--- src/rtl/shiftreg_ctrl.sv ---
// shiftreg_ctrl: load/shift/capture sequencer for an N-bit shift register.
// Accepts a tx word, paces N shift strobes, returns the shifted-in word on rx.
module shiftreg_ctrl #(
  parameter int N   = 8,
  parameter int DIV = 1
) (
  input  logic         clk,
  input  logic         reset,
  input  logic [N-1:0] tx_data,
  input  logic         tx_valid,
  output logic         tx_ready,
  output logic [N-1:0] rx_data,
  output logic         rx_valid,
  input  logic         rx_ready,
  output logic         sr_load,
  output logic [N-1:0] sr_data,
  output logic         sr_shift,
  input  logic [N-1:0] sr_q,
  input  logic         sr_sout,
  output logic         ser_out,
  output logic         ser_frame,
  output logic         busy
);

  if (N < 2) begin : g_n_chk
    $error("shiftreg_ctrl: N must be >= 2");
  end
  if (DIV < 1) begin : g_div_chk
    $error("shiftreg_ctrl: DIV must be >= 1");
  end

  localparam int BW = $clog2(N);
  localparam int DW = (DIV > 1) ? $clog2(DIV) : 1;
  localparam logic [BW-1:0] BIT_LAST = BW'(N - 1);
  localparam logic [DW-1:0] DIV_LAST = DW'(DIV - 1);

  typedef enum logic [1:0] {
    IDLE,
    LOAD,
    SHIFT,
    DONE
  } state_e;

  state_e        state_q, state_d;
  logic [BW-1:0] bit_cnt_q, bit_cnt_d;
  logic [DW-1:0] div_cnt_q, div_cnt_d;
  logic [N-1:0]  sr_data_q, sr_data_d;
  logic [N-1:0]  rx_data_q, rx_data_d;
  logic          rx_valid_q, rx_valid_d;
  logic          div_last;
  logic          accept;

  assign div_last = (div_cnt_q == DIV_LAST);
  assign accept   = (state_q == IDLE) && tx_valid && tx_ready;

  always_ff @(posedge clk) begin
    if (!reset) begin
      state_q <= IDLE;
    end else begin
      state_q <= state_d;
    end
  end

  always_comb begin
    state_d = state_q;
    unique case (state_q)
      IDLE:    if (accept) state_d = LOAD;
      LOAD:    state_d = SHIFT;
      SHIFT: begin
        if (div_last && bit_cnt_q == BIT_LAST) state_d = DONE;
      end
      DONE:    state_d = IDLE;
      default: state_d = IDLE;
    endcase
  end

  // tx_ready is held low while reset is asserted
  always_comb begin
    tx_ready  = 1'b0;
    sr_load   = 1'b0;
    sr_shift  = 1'b0;
    ser_frame = 1'b0;
    busy      = 1'b1;
    unique case (state_q)
      IDLE: begin
        busy     = 1'b0;
        tx_ready = reset && (!rx_valid_q || rx_ready);
      end
      LOAD:  sr_load = 1'b1;
      SHIFT: begin
        ser_frame = 1'b1;
        sr_shift  = div_last;
      end
      DONE:    busy = 1'b1;
      default: busy = 1'b0;
    endcase
  end

  always_comb begin
    bit_cnt_d  = bit_cnt_q;
    div_cnt_d  = div_cnt_q;
    sr_data_d  = sr_data_q;
    rx_data_d  = rx_data_q;
    rx_valid_d = rx_valid_q;
    if (accept) sr_data_d = tx_data;
    if (state_q == LOAD) begin
      bit_cnt_d = '0;
      div_cnt_d = '0;
    end else if (state_q == SHIFT) begin
      if (div_last) begin
        div_cnt_d = '0;
        bit_cnt_d = bit_cnt_q + 1'b1;
      end else begin
        div_cnt_d = div_cnt_q + 1'b1;
      end
    end
    if (rx_valid_q && rx_ready) rx_valid_d = 1'b0;
    if (state_q == DONE) begin
      rx_data_d  = sr_q;
      rx_valid_d = 1'b1;
    end
  end

  always_ff @(posedge clk) begin
    if (!reset) begin
      bit_cnt_q  <= '0;
      div_cnt_q  <= '0;
      sr_data_q  <= '0;
      rx_data_q  <= '0;
      rx_valid_q <= 1'b0;
    end else begin
      bit_cnt_q  <= bit_cnt_d;
      div_cnt_q  <= div_cnt_d;
      sr_data_q  <= sr_data_d;
      rx_data_q  <= rx_data_d;
      rx_valid_q <= rx_valid_d;
    end
  end

  assign sr_data  = sr_data_q;
  assign rx_data  = rx_data_q;
  assign rx_valid = rx_valid_q;
  assign ser_out  = ser_frame & sr_sout;

endmodule

--- config.mk ---
export PLATFORM = sky130hd
export DESIGN_NAME = shiftreg_ctrl
export DESIGN_NICKNAME = d
export VERILOG_FILES = /design/src/rtl/shiftreg_ctrl.sv
export SDC_FILE = /design/constraint.sdc
export NUM_CORES = 1
export LEC_CHECK = 0
export ABC_AREA = 1
export BUFFER_PORTS_ARGS = -buffer_cell sky130_fd_sc_hd__buf_4
export CORE_MARGIN = 2
export CORE_UTILIZATION = 40
export CTS_CLUSTER_SIZE = 24
export DETAILED_ROUTE_END_ITERATION = 7
export PLACE_DENSITY = 0.83
export SLEW_MARGIN = 10
export SYNTH_ARGS = -nofsm -noshare
export SYNTH_HDL_FRONTEND = slang
export SYNTH_SLANG_ARGS = --single-unit
--- constraint.sdc ---
create_clock -name clk -period 1.5 [get_ports clk]
set_clock_uncertainty 0.2 [all_clocks]
set_input_delay 0.15 -clock clk [delete_from_list [all_inputs] [get_ports clk]]
set_output_delay 0.15 -clock clk [all_outputs]
set_load 0.01 [all_outputs]
=== After elaboration in Yosys (flattened, before gate mapping) ===
Cells that the tools add are included.

* Word-level logic and storage cells: 40
* Input port bits: 21
* Register bits: 23

* Reductions and logical operators: 12
* Mux-type cells: 11
* Equality and inequality tests: 6
* Add/subtract/negate cells: 2
* Bitwise logic cells: 3

{| class="wikitable"
|+ Operators with widths
! operator !! count
|-
| two-way mux 1 bit || 8
|-
| case mux 2 bit (4 select lines) || 1
|-
| logical AND 1 bit || 5
|-
| equality test 2 bit (second input constant) || 2
|-
| two-way mux 2 bit || 2
|-
| != test 2 bit (second input constant) || 2
|-
| AND reduction 2 bit || 2
|-
| adder 3 x 1 -> 3 bit (second input constant) || 1
|-
| equality test 3 bit (second input constant) || 1
|-
| equality test 2 x 1 -> 1 bit (second input constant) || 1
|-
| zero test 2 bit || 1
|-
| inverter 1 bit || 2
|-
| nonzero test 2 bit || 1
|-
| OR reduction 2 bit || 1
|-
| adder 1 bit (second input constant) || 1
|-
| bitwise AND 1 bit || 1
|-
| zero test 1 bit || 1
|-
| logical OR 1 bit || 1
|}

=== Logic depth before layout (Yosys ltp) ===
* Depth in word-level cells: 7
* Depth in mapped cells: 9
* Mapped depth without buffers: 9

=== Worst setup path after synthesis ===
No wires, ideal clock.

* Path type: register to register
* Start: reg state_q[0]
* End: reg state_q[1]
* Required time: 1.187 ns
* Clock period less this slack: 1.551 ns
* Setup time: 0.113 ns
* Arrival time: 1.237 ns
* Cell stages (with the launch flop): 7
* Setup slack: -0.051 ns
* Path through: dfxtp_1 -> inv_1 -> ha_1 -> inv_2 -> or2_4 -> a21oi_2 -> nor2_2

* Word-level cells in the longest chain between the ends: 5
* Elaborated cells on any way between the ends: 11

{| class="wikitable"
|+ RTL lines
! item !! RTL line !! source
|-
| start, declared || 44 || <nowiki>state_e state_q, state_d;</nowiki>
|-
| start signal, assigned || 60 || <nowiki>state_q <= state_d;</nowiki>
|-
| zero test 2 bit || 54, 66, 84 ||
|-
| two-way mux 1 bit or logical AND 1 bit (tied branches) || 84, 54 ||
|-
| logical AND 1 bit || 54 || <nowiki>assign accept = (state_q == IDLE) && tx_valid && tx_ready;</nowiki>
|-
| != test 2 bit (no line) || -- ||
|-
| AND reduction 2 bit (no line) || -- ||
|}

Parallel ways exist; a longest one is shown, timed or not.
A chain may end at the register's enable or synchronous reset.

=== Final worst setup path ===
* Start: reg state_q[0]
* End: out tx_ready

* Word-level cells in the longest chain between the ends: 2

{| class="wikitable"
|+ RTL lines
! item !! RTL line !! source
|-
| zero test 2 bit || 84 || <nowiki>unique case (state_q)</nowiki>
|-
| two-way mux 1 bit || 84 ||
|-
| end, declared || 11 || <nowiki>output logic tx_ready,</nowiki>
|}

No other way between the ends.

==> results.ini <==
[timing]
maxSlewHeadroom_pct=77.5
setup_slack_ns=-0.0484
period_minus_slack_ns=1.55
setup_violations=3
tightestPinTransition_ns=0.336
clock.fmax_ghz=0.646
drv_slew=0
fin_crit_sh_pct=103
rsz0062_at_grt=yes
hold_viol_final=0

[setup_path]
r2r_setup_slack_ns=0.03
cp_num_cells=5
critPathRequiredTime_ns=1.15
arrival_ns=1.20
crit_start=state_q[0]
crit_type=reg -> out
critPathMaxFanout=3
critPathMaxStageDelay_ns=0.36
critical_path.top_delay_family=flip-flops
r2r-end=state_q[1]
crit_end=tx_ready
rr_worst_depth=5
startpoint_type=register
crit_slowest_cell=dfxtp_2
cp-end-kind=primary output
r2r_start=bit_cnt_q[0]
cp_num_buf_inv=2
path_cells=inv_4 > ha_4 > nand2_4 > a21oi_4 > buf_6

[power]
power_leakage_nw=0.775
powerDensity_mw_per_mm2=1430
ir_worst_vdd_mv=1.14

[floorplanning]
ios=44
die_y_um=53.0
die_w_um=53.0
rows=17
floorplan.initialDensity_pct=43.0
die-area_mm2=0.00281
core_region_area_mm2=0.00223

[logic_synthesis]
avgSynthCellArea_um2=8.28
yosysWarningCount=0
muxShareOfSynthArea_pct=0
syn-cell-area_um2=961
synthDistinctLibCells=20
synth_top_family_by_area=simple AND/OR/NAND/NOR gates
synthAdderAreaFrac_pct=9.11
synth_top_area_share_pct=45.8
yosys.area_share.simple_pct=25.1
synth-seq-area-share_pct=45.8
synth_nets=144
synthTopCellsByArea=dfxtp_1 46%, ha_1 9.1%, nor2_1 7.4%
synth-seq-cells=22
synthXorXnorAreaFrac_pct=0.911
synth-compound-area-share_pct=13.0
synthCells=116
synth_area_leader_cell=dfxtp_1

[cts]
clkSlewWorstSetupHoldPaths_ns=0.11
cts_buffers=3
cts_tree=yes
cts.sinks=22
clock_path_buffers=2
clockRootBuffer=clkbuf_4
ctsHtreeMaxLevel=1
worstSkewPairLatency_ns=0.30

[status]
violations=setup timing
outcome=finished with violations

[place]
portBuffers=43
place_congestion=0.758
pre_cts_ws_ns=-0.0151
hpwl_um=1680

[finish]
fin_nets=216
drive_gt1_share_pct=44.4
antenna_cells=0
final_util_pct=74.9
syn_to_final_growth_pct=74.1

[route]
drt_first_pass_iters=4
wl_per_cell_um=13.8
vias=1066
drt_iter0_drc=24
drc=0
antenna_left=0
routed_wl_um=2970
vias_per_cell=4.96

[grt]
grt_max_degree=13
grt_antenna_before_repair=0
grt_pass1_wl_um=5070
grt_use_total_pct=25.0
grt-ovfl-total=0
grt_pass1_vias=1170

[flow_run]
drv_cap=0

[worst_hold_path]
hold_path.class=in -> reg

## flip-flops by register name, indices dropped and copies added (netlist names)
register	cells
sr_data	8
rx_data	8
bit_cnt_q	3
rx_valid	1
state_q	2
## tightest hold or removal path: stages
cell and delay, ns:
buf_4 0.11, nand2_4 0.06, inv_2 0.07, nand3_4 0.11, nand2_1 0.08, a21oi_1 0.05
## cell usage after synthesis, drive strengths merged
| library cell | n |
|---|---|
| a21oi | 14 |
| ha | 7 |
| nor2 | 20 |
| nand3 | 10 |
| o21ai | 8 |
| dfxtp | 22 |
| xnor2 | 1 |
| buf | 3 |
| inv | 10 |
| nand2 | 19 |
| or2 | 2 |
## cell usage in the layout (no fill, tap or decap), drive strengths merged
cell type	n
nand2	19
buf	50
or2	2
o21ai	8
nand3	10
clkbuf	4
xnor2	1
ha	7
inv	10
dlygate4sd3	20
a21oi	14
nor2	20
dfxtp	22
## how the worst min path moves through the flow
stage,start,end,slack [ns],cells past startpoint
2_1_floorplan,sr_q[0],rx_data[0],0.08,2
3_3_place_gp,sr_q[4],rx_data[4],0.17,3
3_5_place_dp,sr_q[3],rx_data[3],0.18,3
4_1_cts,reset,sr_data[6],0.13,6
5_1_grt,reset,sr_data[5],0.20,6
6_report,reset,sr_data[5],0.18,6
## layer usage
| layer | GRT usage [%] | share of wire, % | vias to the layer above |
|---|---|---|---|
| li1 | - | - | 520 |
| met1 | 24.4 | 37 | 494 |
| met2 | 48.8 | 54 | 44 |
| met3 | 6.50 | 6.0 | 8 |
| met4 | 9.83 | 3.4 | 0 |
| met5 | 0 | 0 | - |
## final cells by class
type	instances	area (um^2)
Clock buffer	4	36.3
Sequential cell	22	447
Multi-Input combinational cell	81	522
Inverter	10	42.5
Tap cell	28	35.0
Fill cell	155	561
Timing Repair Buffer	70	591
## per-stage QoR
| stage | area [um^2] | setup TNS (ns) | power, mW | cells | hold WS, ns |
|---|---|---|---|---|---|
| after floorplan | 963 | 0 | 1.34 | 116 | 0.0849 |
| after global placement | 1340 | 0 | 1.71 | 189 | 0.171 |
| after detailed placement | 1340 | -0.0222 | 1.75 | 189 | 0.180 |
| after CTS | 1640 | -0.0839 | 2.29 | 214 | 0.127 |
| after global routing | 1670 | -0.562 | 2.55 | 215 | 0.196 |
| final | 1670 | -0.109 | 2.39 | 215 | 0.179 |
## repair_timing
item | CTS | global route
gates resized for setup | 17 | 9
endpoints found under the setup margin | 11 | 23
pin swaps | 0 | 1
setup buffers | 2 | 1
hold endpoints to repair | 19 | 0
hold buffers | 20 | 0
## kinds of logic after synthesis
group                      Yosys count
AOI/OAI and AO/OA                   22
xor gates and xnor gates             1
adders and majority gates            7
buffers and inverters               13
DFF                                 22
and+or+nand+nor                     51
## power by group
group | leakage, nW | switching [mW] | internal (mW)
combinational | 0.574 | 0.656 | 0.645
clock | 0.0210 | 0.169 | 0.148
sequential | 0.180 | 0.0834 | 0.694
total | 0.775 | 0.908 | 1.49
Note: power is estimated with default switching activity, not from simulation.
